--- src/rtl/dmux_arb_pkg.sv ---
// Shared definitions for the 8-lane round-robin demux arbiter.
//   N_LANES          : number of requesters / demux output lanes
//   SEL_W            : width of a lane index
//   HOLD_MAX_DEFAULT : default grant hold limit (DMUX8_ARB_TIMEOUT_EN builds)
//   arb_state_t      : arbiter FSM states
//   lane_onehot()    : lane index -> one-hot lane vector
package dmux_arb_pkg;

  localparam int unsigned N_LANES          = 8;
  localparam int unsigned SEL_W            = 3;
  localparam int unsigned HOLD_MAX_DEFAULT = 16;

  typedef enum logic {
    IDLE = 1'b0,
    BUSY = 1'b1
  } arb_state_t;

  function automatic logic [N_LANES-1:0] lane_onehot(input logic [SEL_W-1:0] idx);
    lane_onehot      = '0;
    lane_onehot[idx] = 1'b1;
  endfunction

endpackage

--- src/rtl/rr_pick8.sv ---
// Combinational round-robin picker for 8 requesters.
// Scans req starting at lane ptr, upward with mod-8 wrap, and returns the
// first requesting lane.
//   req   [7:0] in  : request vector, bit i = lane i
//   ptr   [2:0] in  : highest-priority lane for this pick
//   valid       out : any request present
//   idx   [2:0] out : winning lane
module rr_pick8
  import dmux_arb_pkg::*;
(
  input  logic [N_LANES-1:0] req,
  input  logic [SEL_W-1:0]   ptr,
  output logic               valid,
  output logic [SEL_W-1:0]   idx
);

  logic [2*N_LANES-1:0] dbl;
  logic [N_LANES-1:0]   rot;
  logic [SEL_W-1:0]     off;
  logic                 found;

  // Rotate so that lane ptr lands at bit 0, priority-encode the lowest set
  // bit, then add ptr back (3-bit add wraps naturally).
  always_comb begin
    dbl   = {req, req};
    rot   = dbl[{1'b0, ptr} +: N_LANES];
    off   = '0;
    found = 1'b0;
    for (int unsigned i = 0; i < N_LANES; i++) begin
      if (rot[i] && !found) begin
        found = 1'b1;
        off   = SEL_W'(i);
      end
    end
    valid = |req;
    idx   = ptr + off;
  end

endmodule

--- src/rtl/dmux8_rr_arbiter.sv ---
// Round-robin arbiter that owns the select of an 8-way demux.
// A registered winner steers the shared bit 'in' to out[sel] while busy.
// Optional feature: define DMUX8_ARB_TIMEOUT_EN to force release of a grant
// held HOLD_MAX BUSY cycles without done (timeout pulses for one cycle).
//   clk          in  : clock, rising edge
//   rst_n        in  : asynchronous active-low reset
//   req    [7:0] in  : per-lane requests
//   done         in  : owner releases (only looked at in BUSY)
//   in           in  : shared data bit
//   grant  [7:0] out : registered one-hot grant, zero when idle
//   sel    [2:0] out : registered index of current/last winner
//   busy         out : high while a grant is held
//   out    [7:0] out : demuxed data, out[i] = in & busy & (sel == i)
//   timeout      out : one-cycle pulse after a forced release
module dmux8_rr_arbiter
  import dmux_arb_pkg::*;
#(
  parameter int unsigned HOLD_MAX = HOLD_MAX_DEFAULT,
  parameter int unsigned CNT_W    = 8
)(
  input  logic               clk,
  input  logic               rst_n,
  input  logic [N_LANES-1:0] req,
  input  logic               done,
  input  logic               in,
  output logic [N_LANES-1:0] grant,
  output logic [SEL_W-1:0]   sel,
  output logic               busy,
  output logic [N_LANES-1:0] out,
  output logic               timeout
);

  arb_state_t       state;
  logic [SEL_W-1:0] ptr;
  logic             pick_valid;
  logic [SEL_W-1:0] pick_idx;
  logic             release_req;
  logic             hold_exp;

  rr_pick8 u_pick (
    .req   (req),
    .ptr   (ptr),
    .valid (pick_valid),
    .idx   (pick_idx)
  );

  assign release_req = done | ~req[sel];

`ifdef DMUX8_ARB_TIMEOUT_EN
  logic [CNT_W-1:0] cnt;
  logic             timeout_q;
  assign hold_exp = (cnt == CNT_W'(HOLD_MAX - 1));
  assign timeout  = timeout_q;
`else
  logic unused_cfg;
  assign unused_cfg = (CNT_W > 0) && (HOLD_MAX > 0);
  assign hold_exp   = 1'b0;
  assign timeout    = 1'b0;
`endif

  always_ff @(posedge clk or negedge rst_n) begin
    if (!rst_n) begin
      state <= IDLE;
      grant <= '0;
      sel   <= '0;
      busy  <= 1'b0;
      ptr   <= '0;
`ifdef DMUX8_ARB_TIMEOUT_EN
      cnt       <= '0;
      timeout_q <= 1'b0;
`endif
    end else begin
`ifdef DMUX8_ARB_TIMEOUT_EN
      timeout_q <= 1'b0;
`endif
      case (state)
        IDLE: begin
          if (pick_valid) begin
            sel   <= pick_idx;
            grant <= lane_onehot(pick_idx);
            busy  <= 1'b1;
            state <= BUSY;
`ifdef DMUX8_ARB_TIMEOUT_EN
            cnt   <= '0;
`endif
          end
        end
        BUSY: begin
          if (release_req || hold_exp) begin
            grant <= '0;
            busy  <= 1'b0;
            ptr   <= sel + 3'd1;
            state <= IDLE;
`ifdef DMUX8_ARB_TIMEOUT_EN
            // A real release on the limit edge is not reported as a timeout.
            timeout_q <= ~release_req;
`endif
          end else begin
`ifdef DMUX8_ARB_TIMEOUT_EN
            cnt <= cnt + 1'b1;
`endif
          end
        end
      endcase
    end
  end

  always_comb begin
    out = '0;
    if (busy) out = lane_onehot(sel) & {N_LANES{in}};
  end

endmodule

--- config.mk ---
export PLATFORM = sky130hd
export DESIGN_NAME = dmux8_rr_arbiter
export DESIGN_NICKNAME = d
export VERILOG_FILES = /design/src/rtl/dmux_arb_pkg.sv /design/src/rtl/rr_pick8.sv /design/src/rtl/dmux8_rr_arbiter.sv
export SDC_FILE = /design/constraint.sdc
export NUM_CORES = 1
export LEC_CHECK = 0
export BUFFER_PORTS_ARGS = -buffer_cell sky130_fd_sc_hd__buf_2
export CAP_MARGIN = 20
export CORE_ASPECT_RATIO = 0.9
export CORE_MARGIN = 5
export CORE_UTILIZATION = 42
export CTS_CLUSTER_DIAMETER = 80
export DETAILED_ROUTE_END_ITERATION = 7
export GPL_ROUTABILITY_DRIVEN = 0
export HOLD_SLACK_MARGIN = 0.05
export PLACE_DENSITY = 0.71
export SYNTH_ARGS = -nofsm -noshare
export SYNTH_HDL_FRONTEND = slang
export SYNTH_HIERARCHICAL = 1
export SYNTH_SLANG_ARGS = --single-unit
--- constraint.sdc ---
create_clock -name clk -period 5.17 [get_ports clk]
set_input_delay 0.7755 -clock clk [delete_from_list [all_inputs] [get_ports clk]]
set_output_delay 0.7755 -clock clk [all_outputs]
set_load 0.03 [all_outputs]
==> results of run 1 <==
## through the flow
stage / utilization, % / hold WS (ps) / total power, mW
2_1_floorplan: - / 479.9 / 0.9261
3_3_place_gp: 47.43 / 469.6 / 1.010
3_5_place_dp: 47.43 / 470.7 / 1.019
4_1_cts: 48.62 / 441.4 / 1.115
5_1_grt: 48.62 / 456.0 / 1.204
6_report: 48.62 / 436.2 / 1.106
## report_power, final
part	total [mW]	switching [mW]	internal (mW)
combinational	0.723	0.388	0.334
clock	0.0889	0.0374	0.0515
sequential	0.295	0.126	0.169
## cell usage after synthesis, types with 2 or more instances
master / number / share of area [%]
a21oi_1: 7 / 2.3
a22oi_1: 4 / 2.0
a2bb2oi_1: 2 / 1.1
and2b_2: 2 / 1.1
buf_4: 2 / 0.98
buf_6: 5 / 3.7
clkbuf_1: 2 / 0.49
dfrtp_1: 16 / 26
ha_1: 2 / 1.6
inv_1: 6 / 1.5
mux2_2: 3 / 2.2
mux2_4: 4 / 3.9
mux2i_1: 12 / 7.8
mux4_2: 4 / 5.9
nand2_1: 7 / 1.7
nand2b_1: 8 / 3.3
nor2_1: 20 / 4.9
nor2b_1: 5 / 2.0
nor3_1: 3 / 0.98
nor4_1: 3 / 1.2
o21ai_0: 2 / 0.65
o2bb2ai_1: 4 / 2.3
o32ai_1: 2 / 1.1
or3_2: 2 / 0.98
xnor2_1: 2 / 1.1
xor2_1: 2 / 1.1
## layer usage
metal | wire length (um) | share of wire (%) | track usage, % | vias to the layer above
met3 | 190 | 5.5 | 1.637 | 2
met1 | 1679 | 49 | 22.40 | 634
met5 | 0 | 0 | 0 | -
met2 | 1565 | 45 | 22.90 | 41
li1 | - | - | - | 632
met4 | 15 | 0.43 | 2.036 | 0
## state kept, by name (all words and copies together), names as in the netlist
name and count:
grant 8, sel 3, ptr 3, state 1, busy 1
## critical path, cell delays in order (launching register included)
cell       delay, ps
dfrtp_1          990
mux4_2           640
clkinv_1          80
o21ai_0           80
o2bb2ai_1        120
a211o_1          260
ha_1             190
fa_1             380
xnor2_1          150
xnor2_1          340
and3_1           290
nand2_1           90
o2bb2ai_1        150
## cell families after synthesis
logic type	after synthesis	synth area share, %
DFF	16	26.10
adders and majority gates	3	2.936
and+or+nand+nor	55	18.52
other	1	0.2445
buffers and inverters	19	8.645
muxes	24	20.56
xor gates and xnor gates	4	2.284
AOI/OAI and AO/OA	38	20.72
## layout make-up
class,count,share of cell area [%]
multi-input combinational,125,59.61
timing repair buffer,31,9.240
sequential,16,23.85
clock buffer,3,2.459
tap,44,3.279
inverter,7,1.565
## worst max path at each step
stage	from	endpoint	slack, ps	depth (start not counted)
2_1_floorplan	req[6]	grant[6]	1810	12
3_3_place_gp	ptr[1]	grant[6]	1470	11
3_5_place_dp	ptr[1]	grant[7]	1340	12
4_1_cts	ptr[1]	grant[6]	1310	12
5_1_grt	ptr[1]	grant[6]	990	12
6_report	ptr[1]	grant[6]	1330	12
==> key figures, run 1 <==
Layout
  • Non-Filler Instances: 226
  • Storage cell area: 400.4 um2
  • N_diodes: 0
  • Most frequent cells in the layout: buf_2 (31), nor2_1 (20), dfrtp_1 (16)
  • Layout cells sized above 1: 30.22%
  • Area grow syn2layout: 9.462%
  • Fillers: 346
  • Commonest non-fill, non-tap cell in the layout: buf_2
  • Multi-input gate area: between 1000 and 1500 um2
  • Final instance area: 1679 um2
  • Post-layout nets: 199

Floorplanning
  • Die Wd: about 74 um
  • Initial Utilization: 44.42%
  • Die Span Y: 67.34 um
  • Die area: ~5000 um2
  • I/O pin count: 33
  • Core Rows: 20
  • Core ar.: 3453 um2

Critical path
  • Crit path max fanout: 26
  • Crit path capture type: flip-flop
  • Setup Crit Path Kind: flip-flop to flip-flop
  • R2r startpoint: ptr[1]
  • CP Data Arrival Time: 4010 ps
  • R2R Path End: grant[6]
  • Register-to-register setup slack: about 1300 ps
  • Worst Setup Start Kind: flip-flop
  • Reg2Reg Depth: 12
  • Req. time, crit path: 5340 ps

Placed design
  • Setup WS pre-CTS: 1338 ps
  • DP Cell Count: about 220
  • I/O Buffers: 31
  • Post-DP HPWL: 2.571 mm
  • Placed cell area: 1638 um2

GRT
  • Number of global-route vias before repair: 1242
  • First-pass GRT wire length: ~5.9 mm
  • GRT Total Usage: 14.75%
  • Initial antenna violation count: 0
  • Grt total ovfl: 0
  • Largest net degree at the start of global routing: 27

Pwr
  • P_leak: between 0.7 and 0.8 nW
  • Power Density: 658.9 nW/um2
  • Max VDD drop: between 0.3 and 0.4 mV

Routing
  • Iteration count of the initial detailed-routing pass: 4
  • Initial DRC Count: roughly 110
  • Post-Route WL: 3.451 mm
  • DRT antenna net count: 0
  • Drt drc: 0
  • Vias per cell: 5.792
  • Vias: 1309
  • Avg WL per Cell: 15.27 um

Clock network
  • Cts hold-fix bufs: 0
  • Worst-path clk slew: 60 ps
  • Sink Count: 16
  • CTS tree: built
  • Resized Gates After CTS: 0
  • Root Driver: clkbuf_8
  • Postcts setup bufs: 0
  • Total CTS buffers: 3
  • Deepest clock path buffer count: 2
  • H-Tree Depth: 1
  • Clock latency at the later pin of the worst-skew pair: 240 ps

Yosys
  • Post-Synthesis Cell Area: 1534 um2
  • Async S/R FF share, synth: 100.0%
  • Number of synthesis warnings: 6
  • Avg Inst Size Synth: 9.587 um2
  • Yosys cell types: between 50 and 60
  • #FFs+latches synth: 16
  • Post-synth EDFFs: 0
  • Synthesized net count: around 180
  • Top FF cell, synth: dfrtp_1
  • Part of the Yosys area used for sequential elements: 26.10%
  • Synthesized instance count: 160

Run
  • Maxcap violations: 0

Timing
  • Final Cycle Share: roughly 74%
  • Rel. slew slack: 33.97%
  • Max-slew violations: 0
  • Final setup violation count: 0
  • TNS Setup: 0 ps
  • Maximum clock rate: between 0.2 and 0.3 GHz
  • Least-Margin Pin Slew: 990.5 ps
  • Final WS setup: 1332 ps
  • Minimum clock period: 3838 ps
  • Fin. Hold Viols: 0
  • RSZ-0062 raised after global routing: false
  • Clk_skew: 1.041 ps

Status
  • Outcome: finished clean

Worst hold path
  • Min-Delay Path Class: input pin to async pin
Power figures use the tool's default switching activity.
==> run 2: changes to the inputs <==
ABC_AREA = 1   (was unset)
PLACE_DENSITY = 0.72   (was 0.71)
clock period = 3.7 ns   (was 5.17 ns; I/O delays follow)
==> key figures, run 2 <==
Status
  • Outcome: finished clean

Pwr
  • Power Density: 1005 nW/um2 (+53%)
  • Clock network power share: 7.6% (-0.4 points)
  • Switch Pwr: 0.9634 mW (+75%)
  • Logic pwr share: 70.7% (+5.4 points)
  • Sw Share: 58.03% (+8.2 points)
  • Pint: 0.6969 mW (+26%)
  • Overall power: 1.660 mW (+50%)
  • Max VDD drop: 0.5927 mV (+91%)
  • Sequential cell fraction of total power: 21.7% (-5.0 points)
  • P_leak: 0.9931 nW (+26%)

Yosys
  • Top FF cell, synth: dfrtp_1
  • Yosys cell types: 30 (-45%)
  • #FFs+latches synth: 16 (unchanged)
  • Part of the Yosys area used for sequential elements: 27.75% (+1.7 points)
  • Top-count cell post-synth: nand2_1
  • Synthesized net count: 232 (+33%)
  • Avg Inst Size Synth: 6.648 um2 (-31%)
  • Commonest cells in the netlist: nand2_1 (69), nand3_1 (37), inv_1 (25)
  • Number of synthesis warnings: 6 (unchanged)
  • Ranking of synthesized cells by area: dfrtp_1 (28%), nand2_1 (18%), nand3_1 (13%)
  • Area leader, netlist: dfrtp_1
  • Post-Synthesis Cell Area: 1443 um2 (-6.0%)
  • Yosys top cell area share: 27.75% (+1.7 points)
  • Synthesized instance count: 217 (+36%)
  • Async S/R FF share, synth: 100.0% (unchanged)
  • Post-synth EDFFs: 0 (unchanged)

Layout
  • Top Registers: grant: 8 flops, ptr: 3 flops, sel: 3 flops
  • Most frequent cells in the layout: nand2_1 (69), nand3_1 (37), buf_2 (31)
  • Fillers: 378 (+9.2%)
  • Commonest non-fill, non-tap cell in the layout: nand2_1
  • Post-layout nets: 263 (+32%)
  • Layout cells sized above 1: 26.42% (-3.8 points)
  • Top reg by flops: grant
  • Max FFs per register: 8 (unchanged)
  • Area grow syn2layout: 14.48%
  • N_diodes: 0 (unchanged)

Floorplanning
  • Initial Utilization: 43.02% (-1.4 points)
  • I/O pin count: 33 (unchanged)
  • Die Span Y: 65.60 um (-2.6%)
  • Die Wd: 71.78 um (-2.6%)
  • Die area: 4708 um2 (-5.1%)
  • Core ar.: 3353 um2 (-2.9%)
  • Core Rows: 20 (unchanged)

Routing
  • Initial DRC Count: 84 (-25%)
  • Drt drc: 0 (unchanged)
  • DRT antenna net count: 0 (unchanged)
  • Iteration count of the initial detailed-routing pass: 4 (unchanged)
  • Vias: 1438 (+9.9%)
  • Vias per cell: 4.959 (-14%)
  • Post-Route WL: 3.148 mm (-8.8%)
  • Avg WL per Cell: 10.86 um (-29%)

GRT
  • Largest net degree at the start of global routing: 17 (-37%)
  • Met2 usage: 24.08% (+1.2 points)
  • Most crowded layer after global routing: met2
  • Initial antenna violation count: 0 (unchanged)
  • Number of global-route vias before repair: 1358 (+9.3%)
  • Met3 Resource Use GR: 1.529% (-0.11 points)
  • First-pass GRT wire length: 5.796 mm (-2.1%)
  • Grt total ovfl: 0 (unchanged)
  • GRT Total Usage: 14.66% (-0.094 points)
  • M1 GR Usage: 20.86% (-1.5 points)

Timing
  • Minimum clock period: 2862 ps (-976.3 ps)
  • TNS Setup: 0 ps (unchanged)
  • Maximum clock rate: 0.3495 GHz (+34%)
  • Clk_skew: 0.8886 ps (-0.1521 ps)
  • Max-slew violations: 0 (unchanged)
  • Fin. Hold Viols: 0 (unchanged)
  • Final Cycle Share: 77.34% (+3.1 points)
  • RSZ-0062 raised after global routing: false
  • Final setup violation count: 0 (unchanged)

Critical path
  • Crit path capture type: flip-flop
  • Critical Path, Cell by Cell: nand2_1, nand3_1, nand2_1, nand2_1, nand2_2, nand2_4, nor2_8, nand4_4, nand3_1, ha_1, fa_1, xor2_1, inv_1, nand3_1, nand2_1, inv_1, nor2_1, nand2_1, nand2_1
  • Critical path's slowest cell: dfrtp_1
  • Most common cell on crit path: nand2_1
  • Cell family with most CP delay: simple AND/OR/NAND/NOR gates
  • Worst Setup Start Kind: flip-flop
  • Crit path max fanout: 11 (-58%)
  • Req. time, crit path: 3880 ps (-1460 ps)
  • Max incr delay on CP: 610 ps (-380 ps)
  • Buf/Inv on CP: 2 (+1)
  • CP Data Arrival Time: 3050 ps (-960 ps)
  • Setup Crit Path Kind: flip-flop to flip-flop

Clock network
  • Worst-path clk slew: 60 ps (about the same)
  • Total CTS buffers: 3 (unchanged)
  • CTS tree: built
  • H-Tree Depth: 1 (unchanged)
  • Clock latency at the later pin of the worst-skew pair: 240 ps (about the same)
  • Sink Count: 16 (unchanged)
  • Cts hold-fix bufs: 0 (unchanged)
  • Root Driver: clkbuf_8
  • Postcts setup bufs: 0 (unchanged)
  • Resized Gates After CTS: 0 (unchanged)
  • Deepest clock path buffer count: 2 (unchanged)

Worst hold path
  • Min-Delay Path Class: input pin to async pin

Placed design
  • Post-DP HPWL: 2.489 mm (-3.2%)
  • I/O Buffers: 31 (unchanged)

Run
  • Maxcap violations: 0 (unchanged)
run 2: changes by cell type in the layout (fill, tap and decap cells not counted), sizes merged, moves of 5 or more:
cell	change
nand2	+80
nand3	+40
inv	+23
mux2i	-12
mux2	-8
nand2b	-8
a21oi	-7
a22oi	-5
nor2b	-5
run 2: path summary, 6_finish.rpt:
check | to | slack, ps | startpoint | depth (start not counted)
min in group clk | grant[4] | 490 | grant[4] | 2
worst max register to register | grant[2] | 840 | ptr[0] | 19
max in group asynchronous | ptr[1] | 3230 | rst_n | 1
worst min-delay path | grant[6] | 210 | rst_n | 1
worst max-delay path | grant[2] | 840 | ptr[0] | 19
worst min register to register | grant[4] | 490 | grant[4] | 2
run 2: cell families after synthesis:
logic type                 Yosys count  synth area share (%)
buffers and inverters               35                 11.27
and+or+nand+nor                    151                 52.47
other                                1                0.2599
adders and majority gates            3                 3.122
xor gates and xnor gates             2                 1.214
AOI/OAI and AO/OA                    9                 3.903
DFF                                 16                 27.75
run 2: power by group through the flow:
| stage | clock network [mW] | logic [mW] | registers, mW |
|---|---|---|---|
| after floorplan | 0 | 0.938 | 0.391 |
| after global placement | 0 | 1.16 | 0.364 |
| after detailed placement | 0 | 1.17 | 0.363 |
| after CTS | 0.129 | 1.18 | 0.361 |
| after global routing | 0.139 | 1.34 | 0.378 |
| final | 0.127 | 1.17 | 0.360 |
run 2: per-stage QoR:
| stage | instance area (um2) | hold WS (ps) | instances | setup WS (ps) | util [%] |
|---|---|---|---|---|---|
| after floorplan | 1443 | 259.4 | 217 | 1196 | - |
| after global placement | 1610 | 481.6 | 287 | 899.0 | 48.02 |
| after detailed placement | 1610 | 482.2 | 287 | 838.7 | 48.02 |
| after CTS | 1652 | 220.7 | 290 | 836.5 | 49.25 |
| after global routing | 1652 | 232.4 | 290 | 490.8 | 49.25 |
| final | 1652 | 212.7 | 290 | 838.4 | 49.25 |
run 2: final cells by class:
type	count	area [um2]	share of cell area (%)
well taps	44	55.05	3.333
clock buffers	3	41.29	2.500
multi-input cells	166	879.6	53.26
flip-flops and latches	16	400.4	24.24
inverters	30	120.1	7.273
repair buffers	31	155.1	9.394
run 2: routing by layer:
metal  wire, um  vias up
met3        106        2
met5          0        -
li1           -      744
met2       1497       36
met1       1536      656
met4          8        0
